File: src/rtl/fdc_sd_arbiter_if.sv
`default_nettype none
// ============================================================================
//  Module   : fdc_sd_arbiter_if
//  Purpose  : Bundles the per-drive SD block channels of the floppy
//             controller and the single host SD block channel that the
//             arbiter joins together.
//  Signals  : drv_lba/drv_rd/drv_wr/drv_buff_din  drive -> arbiter
//             drv_ack/drv_buff_wr                  arbiter -> drive
//             sd_lba/sd_rd/sd_wr/sd_buff_din       arbiter -> host
//             sd_ack/sd_buff_wr                    host -> arbiter
//  Modports : slave  - the arbiter's view
//             master - the surrounding system (drives plus host)
//  Revision : 1.0  initial release
// ============================================================================
interface fdc_sd_arbiter_if #(
  parameter int NDRV = 4
);
  // Drive side
  logic [NDRV-1:0][31:0] drv_lba;
  logic [NDRV-1:0]       drv_rd;
  logic [NDRV-1:0]       drv_wr;
  logic [NDRV-1:0]       drv_ack;
  logic [NDRV-1:0][7:0]  drv_buff_din;
  logic [NDRV-1:0]       drv_buff_wr;

  // Host side
  logic [31:0]           sd_lba;
  logic                  sd_rd;
  logic                  sd_wr;
  logic                  sd_ack;
  logic                  sd_buff_wr;
  logic [7:0]            sd_buff_din;

  modport slave (
    input  drv_lba, drv_rd, drv_wr, drv_buff_din, sd_ack, sd_buff_wr,
    output drv_ack, drv_buff_wr, sd_lba, sd_rd, sd_wr, sd_buff_din
  );

  modport master (
    output drv_lba, drv_rd, drv_wr, drv_buff_din, sd_ack, sd_buff_wr,
    input  drv_ack, drv_buff_wr, sd_lba, sd_rd, sd_wr, sd_buff_din
  );
endinterface
`default_nettype wire

File: src/rtl/fdc_sd_arbiter.sv
`default_nettype none
// ============================================================================
//  Module   : fdc_sd_arbiter
//  Purpose  : Round-robin arbiter that lets NDRV floppy drive channels share
//             one host SD block channel. One drive is served at a time; its
//             LBA and direction are latched at grant, the host request is
//             raised, and the host ack / write strobe / write data are routed
//             only between the host and the granted drive. A request that
//             the host never acks is aborted after TIMEOUT cycles and flagged.
//  Ports    : CLK          system clock, rising edge
//             RESET        synchronous reset, active-high
//             bus          fdc_sd_arbiter_if.slave (drive + host channels)
//             busy         1 whenever the arbiter is not idle
//             grant        index of the granted / last granted drive
//             timeout_err  sticky abort flag, cleared by the next good ack
//  Revision : 1.0  initial release
// ============================================================================
module fdc_sd_arbiter #(
  parameter int          NDRV    = 4,            // 2..4 drive channels
  parameter logic [23:0] TIMEOUT = 24'd5000000   // 0 disables the abort
) (
  input  wire logic           CLK,
  input  wire logic           RESET,
  fdc_sd_arbiter_if.slave     bus,
  output logic                busy,
  output logic [1:0]          grant,
  output logic                timeout_err
);

  // --------------------------------------------------------------------------
  // Constants
  // --------------------------------------------------------------------------
  localparam logic [2:0]  c_ndrv      = 3'(NDRV);
  localparam logic        c_tmo_en    = (TIMEOUT != 24'd0);
  localparam logic [23:0] c_tmo_last  = TIMEOUT - 24'd1;
  localparam logic [23:0] c_timer_max = '1;

  typedef enum logic [1:0] {
    S_IDLE     = 2'd0,
    S_ISSUE    = 2'd1,
    S_XFER     = 2'd2,
    S_WAIT_REQ = 2'd3
  } state_t;

  // --------------------------------------------------------------------------
  // Registers
  // --------------------------------------------------------------------------
  state_t      r_state;
  logic [1:0]  r_ptr;       // first drive to look at on the next arbitration
  logic [1:0]  r_grant;
  logic        r_dir;       // 1 = write, 0 = read
  logic [31:0] r_lba;
  logic        r_sd_rd;
  logic        r_sd_wr;
  logic [23:0] r_timer;
  logic        r_terr;

  // --------------------------------------------------------------------------
  // Per-drive inputs widened to four lanes so the 2-bit pointer and grant can
  // index them for any NDRV; lanes beyond NDRV read as idle.
  // --------------------------------------------------------------------------
  logic [3:0]        w_req;
  logic [3:0]        w_wr;
  logic [3:0][31:0]  w_lba;
  logic [3:0][7:0]   w_din;

  for (genvar i = 0; i < 4; i++) begin : g_lane
    if (i < NDRV) begin : g_used
      assign w_req[i] = bus.drv_rd[i] | bus.drv_wr[i];
      assign w_wr[i]  = bus.drv_wr[i];
      assign w_lba[i] = bus.drv_lba[i];
      assign w_din[i] = bus.drv_buff_din[i];
    end else begin : g_unused
      assign w_req[i] = 1'b0;
      assign w_wr[i]  = 1'b0;
      assign w_lba[i] = 32'd0;
      assign w_din[i] = 8'd0;
    end
  end

  // Modulo-NDRV wrap of a small sum (pointer + offset never reaches 2*NDRV).
  function automatic logic [1:0] f_wrap(input logic [2:0] v);
    logic [2:0] r;
    r = (v >= c_ndrv) ? (v - c_ndrv) : v;
    return r[1:0];
  endfunction

  // --------------------------------------------------------------------------
  // Round-robin pick: first requesting drive at r_ptr, r_ptr+1, ... mod NDRV
  // --------------------------------------------------------------------------
  logic       w_any;
  logic [1:0] w_pick;
  logic [1:0] w_cand;

  always_comb begin
    w_any  = 1'b0;
    w_pick = 2'd0;
    w_cand = 2'd0;
    for (int k = 0; k < NDRV; k++) begin
      w_cand = f_wrap({1'b0, r_ptr} + 3'(k));
      if (!w_any && w_req[w_cand]) begin
        w_any  = 1'b1;
        w_pick = w_cand;
      end
    end
  end

  // --------------------------------------------------------------------------
  // Control FSM
  // --------------------------------------------------------------------------
  always_ff @(posedge CLK) begin
    if (RESET) begin
      r_state <= S_IDLE;
      r_ptr   <= 2'd0;
      r_grant <= 2'd0;
      r_dir   <= 1'b0;
      r_lba   <= 32'd0;
      r_sd_rd <= 1'b0;
      r_sd_wr <= 1'b0;
      r_timer <= 24'd0;
      r_terr  <= 1'b0;
    end else begin
      case (r_state)
        S_IDLE: begin
          if (w_any) begin
            r_grant <= w_pick;
            r_lba   <= w_lba[w_pick];
            r_dir   <= w_wr[w_pick];   // write wins when both are raised
            r_timer <= 24'd0;
            r_state <= S_ISSUE;
          end
        end

        S_ISSUE: begin
          if (r_timer != c_timer_max) begin
            r_timer <= r_timer + 24'd1;
          end
          if (bus.sd_ack) begin
            r_sd_rd <= 1'b0;
            r_sd_wr <= 1'b0;
            r_terr  <= 1'b0;
            r_state <= S_XFER;
          end else if (c_tmo_en && (r_timer == c_tmo_last)) begin
            // Abort; the drive still requests and is re-arbitrated from
            // the next drive onward.
            r_sd_rd <= 1'b0;
            r_sd_wr <= 1'b0;
            r_terr  <= 1'b1;
            r_ptr   <= f_wrap({1'b0, r_grant} + 3'd1);
            r_state <= S_IDLE;
          end else begin
            r_sd_rd <= ~r_dir;
            r_sd_wr <= r_dir;
          end
        end

        S_XFER: begin
          if (!bus.sd_ack) begin
            r_state <= S_WAIT_REQ;
          end
        end

        S_WAIT_REQ: begin
          // Hold off re-arbitration until the served drive has dropped its
          // request, otherwise a slow drive would be serviced twice.
          if (!w_req[r_grant]) begin
            r_ptr   <= f_wrap({1'b0, r_grant} + 3'd1);
            r_state <= S_IDLE;
          end
        end

        default: begin
          r_state <= S_IDLE;
        end
      endcase
    end
  end

  // --------------------------------------------------------------------------
  // Outputs and routing
  // --------------------------------------------------------------------------
  logic w_acked;   // host ack has been accepted for the current grant
  logic w_xfer;

  assign w_acked = (r_state == S_XFER) || (r_state == S_WAIT_REQ);
  assign w_xfer  = (r_state == S_XFER);

  always_comb begin
    bus.drv_ack     = '0;
    bus.drv_buff_wr = '0;
    for (int i = 0; i < NDRV; i++) begin
      bus.drv_ack[i]     = bus.sd_ack     & w_acked & (r_grant == 2'(i));
      bus.drv_buff_wr[i] = bus.sd_buff_wr & w_xfer  & (r_grant == 2'(i));
    end
  end

  assign bus.sd_lba      = r_lba;
  assign bus.sd_rd       = r_sd_rd;
  assign bus.sd_wr       = r_sd_wr;
  assign bus.sd_buff_din = w_din[r_grant];

  assign busy        = (r_state != S_IDLE);
  assign grant       = r_grant;
  assign timeout_err = r_terr;

endmodule
`default_nettype wire

File: src/flat_wrapper.sv
// flat-port wrapper written by rule: the top's interface ports become plain ports
module fdc_sd_arbiter_flat 
#(
  parameter int          NDRV    = 4,                                  
  parameter logic [23:0] TIMEOUT = 24'd5000000                          
)
  (CLK, RESET, busy, grant, timeout_err, bus_drv_lba, bus_drv_rd, bus_drv_wr, bus_drv_buff_din, bus_sd_ack, bus_sd_buff_wr, bus_drv_ack, bus_drv_buff_wr, bus_sd_lba, bus_sd_rd, bus_sd_wr, bus_sd_buff_din);
  fdc_sd_arbiter_if #(.NDRV(NDRV)) bus_i ();
  input  wire logic CLK;
  input  wire logic RESET;
  output logic busy;
  output logic [1:0] grant;
  output logic timeout_err;
  input wire logic [$bits(bus_i.drv_lba)-1:0] bus_drv_lba;
  input wire logic [$bits(bus_i.drv_rd)-1:0] bus_drv_rd;
  input wire logic [$bits(bus_i.drv_wr)-1:0] bus_drv_wr;
  input wire logic [$bits(bus_i.drv_buff_din)-1:0] bus_drv_buff_din;
  input wire logic [$bits(bus_i.sd_ack)-1:0] bus_sd_ack;
  input wire logic [$bits(bus_i.sd_buff_wr)-1:0] bus_sd_buff_wr;
  output wire logic [$bits(bus_i.drv_ack)-1:0] bus_drv_ack;
  output wire logic [$bits(bus_i.drv_buff_wr)-1:0] bus_drv_buff_wr;
  output wire logic [$bits(bus_i.sd_lba)-1:0] bus_sd_lba;
  output wire logic [$bits(bus_i.sd_rd)-1:0] bus_sd_rd;
  output wire logic [$bits(bus_i.sd_wr)-1:0] bus_sd_wr;
  output wire logic [$bits(bus_i.sd_buff_din)-1:0] bus_sd_buff_din;
  assign bus_i.drv_lba = bus_drv_lba;
  assign bus_i.drv_rd = bus_drv_rd;
  assign bus_i.drv_wr = bus_drv_wr;
  assign bus_i.drv_buff_din = bus_drv_buff_din;
  assign bus_i.sd_ack = bus_sd_ack;
  assign bus_i.sd_buff_wr = bus_sd_buff_wr;
  assign bus_drv_ack = bus_i.drv_ack;
  assign bus_drv_buff_wr = bus_i.drv_buff_wr;
  assign bus_sd_lba = bus_i.sd_lba;
  assign bus_sd_rd = bus_i.sd_rd;
  assign bus_sd_wr = bus_i.sd_wr;
  assign bus_sd_buff_din = bus_i.sd_buff_din;
  fdc_sd_arbiter #(.NDRV(NDRV), .TIMEOUT(TIMEOUT)) u_core (.CLK(CLK), .RESET(RESET), .bus(bus_i), .busy(busy), .grant(grant), .timeout_err(timeout_err));
endmodule
File: config.mk
export PLATFORM = sky130hd
export DESIGN_NAME = fdc_sd_arbiter_flat
export DESIGN_NICKNAME = d
export VERILOG_FILES = /design/src/rtl/fdc_sd_arbiter_if.sv /design/src/rtl/fdc_sd_arbiter.sv /design/src/flat_wrapper.sv
export SDC_FILE = /design/constraint.sdc
export NUM_CORES = 1
export LEC_CHECK = 0
export BUFFER_PORTS_ARGS = -buffer_cell sky130_fd_sc_hd__buf_2
export CAP_MARGIN = 40
export CELL_PAD_IN_SITES_DETAIL_PLACEMENT = 1
export CELL_PAD_IN_SITES_GLOBAL_PLACEMENT = 2
export CORE_MARGIN = 3
export CORE_UTILIZATION = 22
export CTS_BUF_LIST = sky130_fd_sc_hd__clkbuf_8
export CTS_CLUSTER_SIZE = 20
export DETAILED_ROUTE_END_ITERATION = 8
export GPL_TIMING_DRIVEN = 0
export PLACE_DENSITY = 0.84
export SYNTH_ARGS = -nofsm -noshare
export SYNTH_HDL_FRONTEND = slang
export SYNTH_SLANG_ARGS = --single-unit
File: constraint.sdc
create_clock -name CLK -period 1.9 [get_ports CLK]
set_input_delay 0 -clock CLK [delete_from_list [all_inputs] [get_ports CLK]]
set_output_delay 0 -clock CLK [all_outputs]
set_load 0.005 [all_outputs]
# Yosys cells after proc, flatten, opt, wreduce, memory -nomap -nowiden
# Cells that the tools add are included.
# W data, S select, Z words.
dict set report word_totals {
  reg_bits 66
  elab_cells 126
  rom_bits 0
  memories 0
  output_inout_bits 54
  ram_bits 0
  latch_bits 0
}
dict set report classes {
  bitwise 15
  shift 0
  multipliers 0
  n_eq_ne 15
  magnitude_cmp 11
  n_mux 48
  add_sub_neg 10
  reduce_logical 18
  div_mod_pow 0
}
# op n
set op_table {}
lappend op_table {{$bmux W32 S2} 1}
lappend op_table {{$mux W24} 2}
lappend op_table {{$pmux W24 S2} 1}
lappend op_table {{$mux W2} 17}
lappend op_table {{$mux W32} 1}
lappend op_table {{$add A24 B1 Y24 const B} 1}
lappend op_table {{$eq A24 B23 Y1 const B} 1}
lappend op_table {{$ne A24 B24 Y1 const B} 1}
lappend op_table {{$lt A2 B3 Y1 const B} 6}
lappend op_table {{$bmux W8 S2} 1}
lappend op_table {{$mux W1} 16}
lappend op_table {{$bmux W1 S2} 6}
lappend op_table {{$ge A3 B3 Y1 const B} 4}
lappend op_table {{$and A1 B1 Y1} 10}
lappend op_table {{$sub A2 B1 Y2 const B} 5}
lappend op_table {{$eq A2 B2 Y1 const B} 4}
lappend op_table {{$mux W8} 1}
lappend op_table {{$pmux W2 S4} 1}
lappend op_table {{$reduce_and A4 Y1} 2}
lappend op_table {{$reduce_bool A2 Y1} 4}
lappend op_table {{$add A2 B1 Y3 const B} 2}
lappend op_table {{$add A2 B2 Y3 const B} 2}
lappend op_table {{$ne A2 B1 Y1 const B} 3}
lappend op_table {{$ne A2 B2 Y1 const B} 3}
lappend op_table {{12 further kinds} 22}

# Logic depth before layout (Yosys ltp)
dict set report logic_depth {
  ltp_word 16
  depth_mapped 8
  mapped_depth_nobuf 7
}

# Worst setup path after synthesis
# OpenSTA, ideal clock, no wires.
dict set report synth_timing {
  path_type {register to register}
  start {register u_core.r_state[0]}
  end {register u_core.r_timer[23]}
  stages_incl_launch_ff 9
  period_less_slack_ns 2.017
  slack_ns -0.117
  setup_ns 0.071
  t_arrival_ns 1.947
  cell_sequence {dfxtp_1 > buf_4 > inv_2 > a41oi_4 > nand4_4 > or4_1 > buf_2 > or4_1 > a21oi_1}
}
dict set report synth_via {
  elab_chain_cells 3
  word_cells_on_any_way 7
  cone_classes {3 x eq/ne; 1 x mux; 3 x reduce/logical}
}
# element line_no
set synth_rtl {}
lappend synth_rtl {{from (decl)} fdc_sd_arbiter.sv:48} ;# state_t r_state;
lappend synth_rtl {{from (signal assigned)} fdc_sd_arbiter.sv:113} ;# r_state <= S_IDLE;
lappend synth_rtl {{from (signal assigned)} fdc_sd_arbiter.sv:130} ;# r_state <= S_ISSUE;
lappend synth_rtl {{from (signal assigned)} fdc_sd_arbiter.sv:142} ;# r_state <= S_XFER;
lappend synth_rtl {{$eq A2 B1 Y1 / $logic_not A2 Y1 (equally long branches)} fdc_sd_arbiter.sv:123} ;# case (r_state)
lappend synth_rtl {{$ne A2 B1 Y1 (no source line) / $reduce_bool A2 Y1 (equally long branches)} -}
lappend synth_rtl {{$reduce_and A3 Y1 (no source line)} -}
lappend synth_rtl {{to (signal assigned)} fdc_sd_arbiter.sv:136} ;# r_timer <= r_timer + 24'd1;
lappend synth_rtl {{to (decl)} fdc_sd_arbiter.sv:55} ;# logic [23:0] r_timer;
# Several ways; a longest one is shown, not always the timed one.
# A chain may end at the register's enable or synchronous reset.

# Worst setup path in the final report
dict set report layout_timing {
  start {register u_core.r_timer[1]}
  end {register u_core.r_timer[23]}
}
dict set report layout_via {
  elab_chain_cells 3
  word_cells_on_any_way 6
  cone_classes {1 x add/sub; 2 x eq/ne; 2 x mux; 1 x reduce/logical}
}
# element line_no
set layout_rtl {}
lappend layout_rtl {{$add A24 B1 Y24 / $ne A24 B24 Y1 (equally long branches)} {fdc_sd_arbiter.sv:136, fdc_sd_arbiter.sv:135}}
lappend layout_rtl {{$mux W24 / $ne A2 B1 Y1 (equally long branches)} -}
lappend layout_rtl {{$pmux W24 S2 / $reduce_and A3 Y1 (equally long branches)} -}
# Several ways; a longest one is shown, not always the timed one. The select of a mux whose other input is x is not followed.

==> key figures <==
Global route
  – Number of global-route vias before repair: 5931
  – Largest net degree at the start of global routing: 13
  – Total track usage: 21.1%
  – Grt ovf: 0
  – First-pass GRT wire length: 32.7 mm
  – Initial antenna violation count: 0

Placement
  – DP Cell Count: 877
  – Routability Congestion: 0.823
  – DP Wirelength: 13.1 mm
  – I/O Buffers: 224
  – Pre-CTS setup slack: -0.692 ns

Final layout
  – Final net count: 997
  – Finished Layout Cells: 1045
  – Area growth syn-to-layout: 98.4%
  – Layout cell share with drive strength beyond 1: 49.2%
  – Fin util: 45.6%
  – Filler cell count: 1971
  – Inserted Diodes: 0

Power
  – Worst VDD drop: 0.000339 V
  – Sw Ratio: 32.0%
  – Pwr dens: 531 nW/um2
  – Total chip power: 0.00410 W
  – Sw power: 0.00131 W
  – Int Pwr: 0.00279 W
  – Reg power frac: 37.9%
  – Combinational power share: 32.5%
  – Clock share of power: 29.6%
  – P_leak: 3.49 nW

Drt
  – WL/cell: 22.0 um
  – Final ANT Viol Nets: 0
  – Drt via density: 5.12
  – Initial DRC count: 284
  – DR vias: 5352
  – WL final: 22.9 mm
  – DRC viols: 0
  – DR pass1 iterations: 5

STA
  – Crit path time final: 2.05 ns
  – Worst Skew: 0.0154 ns
  – Final setup viols: 24
  – Max-slew violation count: 0
  – Fin crit share: 108%
  – Min Hold Slack: -0.000742 ns
  – Fmax: 0.489 GHz
  – Setup TNS: -1.47 ns
  – Worst slew margin: 63.2%
  – RSZ-0062 raised after global routing: yes
  – Final Hold Fails: 1
  – Setup ws final: -0.147 ns
  – Tightest Pin Transition: 0.552 ns

Synth
  – Mapped Avg Cell Area: 9.00 um2
  – Cell taking the most area after synthesis: dfxtp_1
  – Largest family of logic cells by synthesized area: multiplexers
  – Synth area leaders: dfxtp_1, mux2i_1, o221ai_1
  – Post-synthesis compound-gate area fraction: 15.5%
  – Synth async-reset ratio: 0%
  – Share of the synthesized area in the top cell type: 34.0%
  – Sequential share of the synthesized area: 34.0%
  – Synth cell count leaders: dfxtp_1, mux2i_1, nand2_1
  – Post-Synth XOR/XNOR Area: 3.15%
  – Post-synthesis mux area share: 22.0%
  – Number of flops mapped to enable cells by yosys: 0
  – Cells after Synth: 432
  – Post-synth cell types: 49
  – Ys flop type: dfxtp_1
  – Adder-Cell Fraction of Synth Area: 1.61%
  – Post-Synth Simple-Gate Area: 19.8%
  – Mapped Area: 3890 um2
  – Most common cell in the netlist: dfxtp_1
  – Ys Warns: 0
  – Syn_nets: 609
  – Register bit total from synthesis: 66

Run status
  – Failing checks: negative hold slack, negative setup slack
  – Status: finished with violations

Worst setup path
  – WS Path Type: flip-flop to flip-flop
  – WP data required: 2.19 ns
  – Most used cell, CP: or4_4
  – Kind of cell adding the most delay to the critical path: simple AND/OR/NAND/NOR gates
  – Worst path cell trace: buf_6 -> ha_4 -> and3_4 -> nand3_4 -> nor2_4 -> or4_4 -> or4_4 -> a21oi_2
  – Worst-path maximum fanout: 3
  – CP Launch Type: flip-flop
  – Type of element capturing the critical path: flip-flop
  – CP Buf/Inv Count: 1
  – Worst Path Arrival: 2.33 ns
  – Largest stage delay, worst path: 0.45 ns
  – Critical path's slowest cell: or4_4

CTS
  – Clk slew on worst S/H paths: 0.09 ns
  – CTS root buf: clkbuf_8
  – CTS tree: done
  – Max Root-Sink Buffers: 2
  – H-tree depth: 3
  – Clock sink count: 66
  – CTS Buf Count: 9
  – Clock Latency Late Sink: 0.36 ns

Floorplan
  – Core Area: 16900 um2
  – DIE AREA: 19300 um2
  – DIE WIDTH: 139 um
  – Rows: 47
  – Starting Density: 23.0%
  – Io pins: 226
  – Die Ht: 139 um

Worst hold path
  – Worst hold path type: input pin to flip-flop

Flow run
  – Max Cap Viol: 0
-- metal layers --
layer	global-route usage (%)	up-vias	routed length (um)
li1	-	2395	-
met2	38.3	277	12100
met3	4.90	62	1500
met1	23.3	2618	8480
met4	9.58	0	900
met5	0	-	0
-- what timing repair did --
item | in CTS | in global routing
hold endpoints to repair | 32 | 0
cloned | 0 | 6
endpoints found under the setup margin | 64 | 70
resized for setup | 68 | 102
pin swaps | 19 | 27
hold buffers | 116 | 0
buffers inserted | 24 | 8
-- kinds of logic after synthesis --
kind of cell | after synthesis
flops | 66
fa+ha+maj | 5
simple gates | 155
xor+xnor | 14
mux | 74
compound gates | 81
buf+inv | 37
-- path summary, 6_finish.rpt --
path | startpoint | endpoint | slack, ns | cells past startpoint
max | u_core.r_timer[1]$_SDFFE_PP0P_ | u_core.r_timer[23]$_SDFFE_PP0P_ | -0.15 | 8
min | bus_drv_lba[8] | u_core.bus.sd_lba[8]$_SDFFE_PP0P_ | -0.0007 | 3
max reg2reg | u_core.r_timer[1]$_SDFFE_PP0P_ | u_core.r_timer[23]$_SDFFE_PP0P_ | -0.15 | 8
min reg2reg | u_core.bus.sd_lba[2]$_SDFFE_PP0P_ | u_core.bus.sd_lba[2]$_SDFFE_PP0P_ | 0.48 | 2
-- sequential cells by signal, summed over array words and instances, names as in the netlist, 2 cells and up, named ones only --
| name | flops |
|---|---|
| u_core.r_ptr | 2 |
| u_core.bus.sd_lba | 32 |
| u_core.r_timer | 24 |
| u_core.grant | 2 |
-- stage by stage --
stage / cell area [um2] / hold slack (ns)
2_1_floorplan: 3950 / 0.105
3_3_place_gp: 5350 / 0.262
3_5_place_dp: 5360 / 0.267
4_1_cts: 7120 / 0.000390
5_1_grt: 7720 / 0.0380
6_report: 7720 / -0.000742
-- cell type report --
cell class                      instances  area [um2]  share of cell area [%]
Multi-Input combinational cell        329        2940                    38.1
Timing Repair Buffer                  379        2690                    34.9
Sequential cell                        66        1350                    17.5
Tap cell                              220         275                    3.57
Buffer                                 23         208                    2.69
Clock buffer                            9         124                    1.61
Clock inverter                          7        71.3                   0.924
Inverter                               12        50.0                   0.649
-- cell usage in the layout (no fill, tap or decap), types with 9 or more instances in the layout --
cell / instances
a21oi_1: 12
buf_2: 228
buf_4: 29
clkbuf_8: 9
dfxtp_1: 50
dfxtp_2: 12
dlygate4sd3_1: 116
inv_1: 12
mux2i_1: 39
mux2i_2: 18
nand2_1: 53
nor2_1: 27
o21ai_0: 10
o221ai_1: 27
xnor2_1: 10
-- power by group through the flow --
stage / clock (W) / combinational (W) / sequential, W
detailed placement: 0 / 0.000832 / 0.00157
global route: 0.00129 / 0.00140 / 0.00156
CTS: 0.00124 / 0.00110 / 0.00153
global placement: 0 / 0.000808 / 0.00156
floorplan: 0 / 0.000391 / 0.00157
finish: 0.00121 / 0.00133 / 0.00155
-- worst register-to-register path: stages (launching register included) --
cell     delay [ns]
dfxtp_2        0.34
buf_6          0.12
ha_4           0.16
and3_4         0.19
nand3_4        0.10
nor2_4         0.05
or4_4          0.45
or4_4          0.45
a21oi_2        0.14
No activity file was read; power rests on OpenSTA's default activity.
